==> config.mk <==
export PLATFORM = sky130hd
export DESIGN_NAME = pkd_frame_rx
export DESIGN_NICKNAME = d
export VERILOG_FILES = /design/src/rtl/pkd_frame_rx.sv
export SDC_FILE = /design/constraint.sdc
export NUM_CORES = 1
export LEC_CHECK = 0
export BUFFER_PORTS_ARGS = -buffer_cell sky130_fd_sc_hd__buf_2
export CORE_MARGIN = 2
export CORE_UTILIZATION = 58
export DETAILED_ROUTE_END_ITERATION = 8
export GPL_ROUTABILITY_DRIVEN = 0
export HOLD_SLACK_MARGIN = 0.03
export MAX_ROUTING_LAYER = met4
export PLACE_DENSITY = 0.88
export SLEW_MARGIN = 20
export SYNTH_ARGS = -nofsm -noshare
export SYNTH_HDL_FRONTEND = slang
export SYNTH_SLANG_ARGS = --single-unit
==> constraint.sdc <==
create_clock -name clk -period 2.7 [get_ports clk]
set_input_delay 0 -clock clk [delete_from_list [all_inputs] [get_ports clk]]
set_output_delay 0 -clock clk [all_outputs]
set_load 0.02 [all_outputs]
==> src/rtl/pkd_frame_rx.sv <==
// Nibble-stream to frame assembler: packs nibbles MSB-first into a FRAME_NIBS-wide word.
// Optional x/z detection on accepted nibbles (frm_err[2]) when PKD_FRAME_RX_XZ_CHECK_EN is defined.
module pkd_frame_rx #(
   parameter int FRAME_NIBS = 16,
   parameter int CNT_W      = 8
) (
   input  logic                    clk,
   input  logic                    rst_n,
   input  logic                    in_valid,
   output logic                    in_ready,
   input  logic [3:0]              in_nib,
   input  logic                    in_last,
   output logic                    frm_valid,
   input  logic                    frm_ready,
   output logic [4*FRAME_NIBS-1:0] frm_data,
   output logic [2:0]              frm_err
);

   // state   | meaning
   // IDLE    | no frame in progress, waiting for nibble 0
   // COLLECT | storing nibbles at position cnt_q
   // DRAIN   | frame full, discarding nibbles until in_last
   // HOLD    | frame presented on frm_*, waiting for frm_ready
   typedef enum logic [1:0] {IDLE, COLLECT, DRAIN, HOLD} state_t;

   localparam logic [CNT_W-1:0] LAST_IDX = CNT_W'(FRAME_NIBS - 1);

   state_t                  state_q, state_d;
   logic [CNT_W-1:0]        cnt_q, cnt_d;
   logic [4*FRAME_NIBS-1:0] data_q, data_d;
   logic [1:0]              len_err_q, len_err_d;
   logic                    rdy_en_q;
   logic                    xz_err;
   logic                    xfer;

   // rdy_en_q keeps in_ready low during reset and until the first edge after it.
   assign in_ready  = rdy_en_q && (state_q != HOLD);
   assign xfer      = in_valid && in_ready;
   assign frm_valid = (state_q == HOLD);
   assign frm_data  = data_q;
   assign frm_err   = {xz_err, len_err_q};

   always_comb begin
      state_d   = state_q;
      cnt_d     = cnt_q;
      data_d    = data_q;
      len_err_d = len_err_q;
      case (state_q)
         IDLE, COLLECT: begin
            if (xfer) begin
               for (int k = 0; k < FRAME_NIBS; k++) begin
                  if (cnt_q == CNT_W'(k)) data_d[4*(FRAME_NIBS-1-k) +: 4] = in_nib;
               end
               if (cnt_q == LAST_IDX) begin
                  if (in_last) begin
                     state_d = HOLD;
                  end else begin
                     len_err_d[1] = 1'b1;
                     state_d      = DRAIN;
                  end
               end else if (in_last) begin
                  len_err_d[0] = 1'b1;
                  state_d      = HOLD;
               end else begin
                  cnt_d   = cnt_q + CNT_W'(1);
                  state_d = COLLECT;
               end
            end
         end
         DRAIN: begin
            if (xfer && in_last) state_d = HOLD;
         end
         HOLD: begin
            if (frm_ready) begin
               state_d   = IDLE;
               cnt_d     = '0;
               data_d    = '0;
               len_err_d = '0;
            end
         end
         default: state_d = IDLE;
      endcase
   end

   always_ff @(posedge clk or negedge rst_n) begin
      if (!rst_n) begin
         state_q   <= IDLE;
         cnt_q     <= '0;
         data_q    <= '0;
         len_err_q <= '0;
         rdy_en_q  <= 1'b0;
      end else begin
         state_q   <= state_d;
         cnt_q     <= cnt_d;
         data_q    <= data_d;
         len_err_q <= len_err_d;
         rdy_en_q  <= 1'b1;
      end
   end

`ifdef PKD_FRAME_RX_XZ_CHECK_EN
   logic xz_q, xz_d;

   // Any accepted nibble counts, including those discarded in DRAIN.
   always_comb begin
      xz_d = xz_q;
      if (xfer && $isunknown(in_nib)) xz_d = 1'b1;
      if (state_q == HOLD && frm_ready) xz_d = 1'b0;
   end

   always_ff @(posedge clk or negedge rst_n) begin
      if (!rst_n) xz_q <= 1'b0;
      else        xz_q <= xz_d;
   end

   assign xz_err = xz_q;
`else
   assign xz_err = 1'b0;
`endif

endmodule

==> Word-level counts from Yosys, hierarchy flattened <==
Cells that the tools add are included.
{ "word_totals": {"ff_bits": 77, "inputBits": 9, "out_inout_bits": 69, "word_cells": 127} }
{ "op_classes": {"addsub": 1, "eq_ne": 41, "n_mux": 37, "n_reduce_logical": 27} }
{ "op_table": {"columns": ["cell", "n"], "rows": [
  ["$mux W64", 2],
  ["$pmux W64 S2", 1],
  ["$eq A8 B4 Y1 const B", 8],
  ["$mux W4", 16],
  ["$reduce_and A4 Y1", 16],
  ["$ne A2 B2 Y1 const B", 22],
  ["$eq A8 B3 Y1 const B", 4],
  ["$mux W8", 4],
  ["$eq A8 B2 Y1 const B", 2],
  ["$pmux W8 S2", 1],
  ["$reduce_and A5 Y1", 3],
  ["$mux W2", 6],
  ["$add A8 B1 Y8 const B", 1],
  ["$eq A8 B1 Y1 const B", 1],
  ["$logic_not A8 Y1", 1],
  ["$pmux W2 S3", 1],
  ["$mux W1", 5],
  ["$eq A2 B2 Y1 const B", 2],
  ["$pmux W2 S2", 1],
  ["$logic_and A1 B1 Y1", 3],
  ["$reduce_and A3 Y1", 1],
  ["$eq A2 B1 Y1 const B", 1],
  ["$logic_not A2 Y1", 1],
  ["$ne A2 B1 Y1 const B", 1],
  ["2 further kinds", 2]
]} }

==> Longest topological paths before layout <==
{ "depth": {"word_depth": 6, "depth_mapped": 6, "mapped_depth_nobuf": 6} }

==> Least setup slack after synthesis <==
OpenSTA, ideal clock, no wires.
{ "synth_timing": {"path_type": "reg-to-reg", "from": "reg cnt_q[0]", "to": "reg cnt_q[5]", "setup_time_ps": 124, "arrival_time_ps": 1642, "t_required_ps": 2576, "path_slack_ps": 934, "path_stages_with_launch": 6, "n_path_buf": 0, "period_less_slack_ps": 1766, "path_cell_list": "dfrtp_1 -> ha_1 -> and3_1 -> a21oi_1 -> nor2_1 -> o31a_1"} }
{ "synth_via": {"elab_chain_cells": 5, "word_cells_on_any_way": 8, "cone_classes": "add/sub (1); eq/ne (2); mux (4); reduce/logical (1)"} }
{ "synth_lines": {"columns": ["element", "line", "rtl"], "rows": [
  ["start, declared", "29", "logic [CNT_W-1:0] cnt_q, cnt_d;"],
  ["start signal, assigned", "94", "cnt_q <= cnt_d;"],
  ["$add A8 B1 Y8", "65", "cnt_d = cnt_q + CNT_W'(1);"],
  ["$mux W8", "61", "end else if (in_last) begin"],
  ["$mux W8", "54", "if (cnt_q == LAST_IDX) begin"],
  ["$mux W8", "50", "if (xfer) begin"],
  ["$pmux W8 S2", "48", "case (state_q)"]
]} }
Parallel ways exist; a longest one is shown, timed or not. The select of a mux whose other input is x is not followed.
A chain may end at the register's enable or synchronous reset.

==> Final worst setup path <==
{ "layout_timing": {"from": "reg cnt_q[0]", "to": "reg cnt_q[3]"} }
The elaborated chain is that of the path after synthesis.

==> flow_summary.yaml <==
outcome:
  status: "complete, no violations"
die:
  core_area_um2: 5570
  pin_count: 78
  start_util: 0.607
  die-area_um2: 6460
  die_w_um: 80.4
  fp.dieH_um: 80.4
  row_count: 27
timing:
  finalCritPeriodShare: 0.786
  fin_setup_tns_ns: 0
  min_period_ns: 2.12
  setup_slack_ns: 0.578
  clock_skew_ns: 0.00652
  slew-limit-headroom: 0.409
  worstMarginPinSlew_ns: 0.887
  rsz0062_at_grt: "false"
  setup_viol: 0
  slew_viol_final: 0
  clock.fmax_mhz: 471
  hold_violations: 0
final_layout:
  n_antenna_cell: 0
  final_cell_mix: "dfrtp_1, buf_2, nand2_1"
  multi_input_area_um2: 1340
  layout_commonest_cell: "dfrtp_1"
  drive_above_1_share: 0.276
  utilization: 0.724
  fin_nets: 385
  area_growth_pct: 19.2
  nFillCells: 413
  regArea_um2: 1930
cts:
  post_cts_buffers: 0
  tritoncts: "built"
  clkLatencyLatePin_ns: 0.35
  numCtsBuffers: 9
  ctsHoldBuffers: 6
  cts-resized-gates: 0
  clk_pin_slew_worst_paths_ns: 0.07
  cts_sinks: 77
  clockRootBuffer: "clkbuf_8"
  ctsLongestPathBuffers: 2
  cts_htree_levels: 3
min_path:
  hold_end: "cnt_q[5]"
  min_path_cells: 3
  min_from: "frm_ready"
  worstHoldPathType: "in -> reg"
synth:
  synth_top_area_share: 0.570
  async_flop_share: 1.00
  syn_nets: 302
  yosysSeqAreaShare: 0.570
  synth_cell_type_count: 50
  yosysWarningCount: 0
  ys_top_cells_by_area: "dfrtp_1, o2bb2ai_1, mux2i_1, nand2_1, nand3_1"
  synth-main-ff-cell: "dfrtp_1"
  synth_area_leader_cell: "dfrtp_1"
  synth-seq-cells: 77
  synth.cell_area_um2: 3380
  avgSynthCellArea_um2: 11.7
  synth_cells: 289
  synth_edf_count: 0
critical_path:
  start_kind: "flop"
  r2r_cells: 5
  arrival_ns: 2.39
  crit_type: "reg -> reg"
  cp.required_ns: 2.97
  path_max_fanout: 8
  end_kind: "flop"
  rr_endpoint: "cnt_q[3]"
  r2r_start: "cnt_q[0]"
  reg2reg_slack_ns: 0.58
power:
  power_density_nw_per_um2: 949
  p_seq_frac: 0.429
  power_switching_mw: 1.59
  p_leak_nw: 2.08
  intPower_mw: 2.23
  power_mw: 3.83
  pwr-share-comb: 0.367
  ir_worst_vdd_uv: 681
  clkPwrFrac: 0.204
  switching_share: 0.417
detailed_routing:
  postRouteWirelength_um: 8040
  ant_nets: 0
  vias_per_cell: 5.99
  vias: 2691
  first_iter_violations: 276
  wire_per_inst_um: 17.9
  drc: 0
  firstDrtPassIters: 5
placement:
  io_buffers: 76
  pre_cts_slack_ns: 0.617
  hpwl_um: 5660
flow_run:
  drv_cap: 0
global_route:
  grt_max_degree: 41
  grt_pass1_wl_um: 13100
  grt_remaining_overflow: 0
  antenna_found_initial: 0
  grtUsageTotal: 0.277
  grt_pass1_vias: 2635
## synth_stat cells (2+ instances only)
| library cell | count |
|---|---|
| a31oi_1 | 6 |
| nand3_1 | 11 |
| o21a_1 | 2 |
| a41oi_1 | 5 |
| buf_4 | 4 |
| nand2_1 | 41 |
| clkbuf_8 | 2 |
| nand2b_1 | 2 |
| conb_1 | 2 |
| and3_1 | 4 |
| o21ai_0 | 10 |
| o31ai_1 | 5 |
| a21oi_1 | 3 |
| clkbuf_1 | 4 |
| nor3_1 | 3 |
| a21o_1 | 5 |
| nor4_1 | 2 |
| a32o_1 | 3 |
| o41ai_1 | 2 |
| o2bb2ai_1 | 28 |
| inv_1 | 7 |
| nor2_1 | 7 |
| ha_1 | 4 |
| or2_2 | 2 |
| mux2i_1 | 24 |
| dfrtp_1 | 77 |
## metrics by stage
stage / cells / area [µm²] / hold WS [ns]
2_1_floorplan: 289 / 3380 / -0.296
3_3_place_gp: 427 / 3800 / 0.174
3_5_place_dp: 427 / 3800 / 0.165
4_1_cts: 449 / 4030 / 0.0581
5_1_grt: 449 / 4030 / 0.0852
6_report: 449 / 4030 / 0.0569
## area by class of cell
class | count | area share
sequential | 77 | 0.478
multi-input combinational | 192 | 0.332
timing repair buffer | 85 | 0.118
clock buffer | 11 | 0.0350
tap | 72 | 0.0223
clock inverter | 5 | 0.00900
inverter | 7 | 0.00651
## power groups by stage
stage          Combinational, mW  Sequential [mW]  Clock [mW]
2_1_floorplan              0.762             1.84           0
3_3_place_gp                1.35             1.64           0
3_5_place_dp                1.40             1.65           0
4_1_cts                     1.41             1.64       0.785
5_1_grt                     1.53             1.68       0.835
6_report                    1.41             1.64       0.781
## worst max path at each step
stage,start,endpoint,cells after the start,slack (ns)
CTS,cnt_q[0],cnt_q[5],5,0.58
floorplan,cnt_q[0],cnt_q[5],5,0.93
detailed placement,cnt_q[0],cnt_q[5],5,0.62
global placement,cnt_q[0],cnt_q[5],5,0.74
global route,cnt_q[0],cnt_q[5],5,0.47
finish,cnt_q[0],cnt_q[3],5,0.58
## logic make-up (layout without fill, tap and decap cells)
family	count (synthesis)	count (layout)	share of synthesized area
buffers and inverters	20	108	0.0351
AO/OA/AOI/OAI	76	76	0.173
flip-flops	77	77	0.570
adder cells (fa/ha/maj)	4	4	0.0148
other	2	2	0.00222
AND/OR/NAND/NOR	86	86	0.134
multiplexers	24	24	0.0710
## critical path: stages (launching register included)
cell	delay, ns
dfrtp_1	0.47
ha_1	0.32
and3_1	0.27
a21oi_1	0.56
a41oi_1	0.22
a31oi_1	0.19
## metal layers
| metal | global-route usage | share of wire | vias up |
|---|---|---|---|
| li1 | - | - | 1244 |
| met1 | 0.389 | 0.45 | 1335 |
| met2 | 0.413 | 0.48 | 102 |
| met3 | 0.0472 | 0.057 | 10 |
| met4 | 0.0949 | 0.010 | 0 |
| met5 | - | 0 | - |
## flip-flops by register name (all words and copies together) (netlist names)
name,cells
len_err_q,2
frm_data,64
cnt_q,8
state_q,2
rdy_en_q,1
No activity file was read; power rests on OpenSTA's default activity.
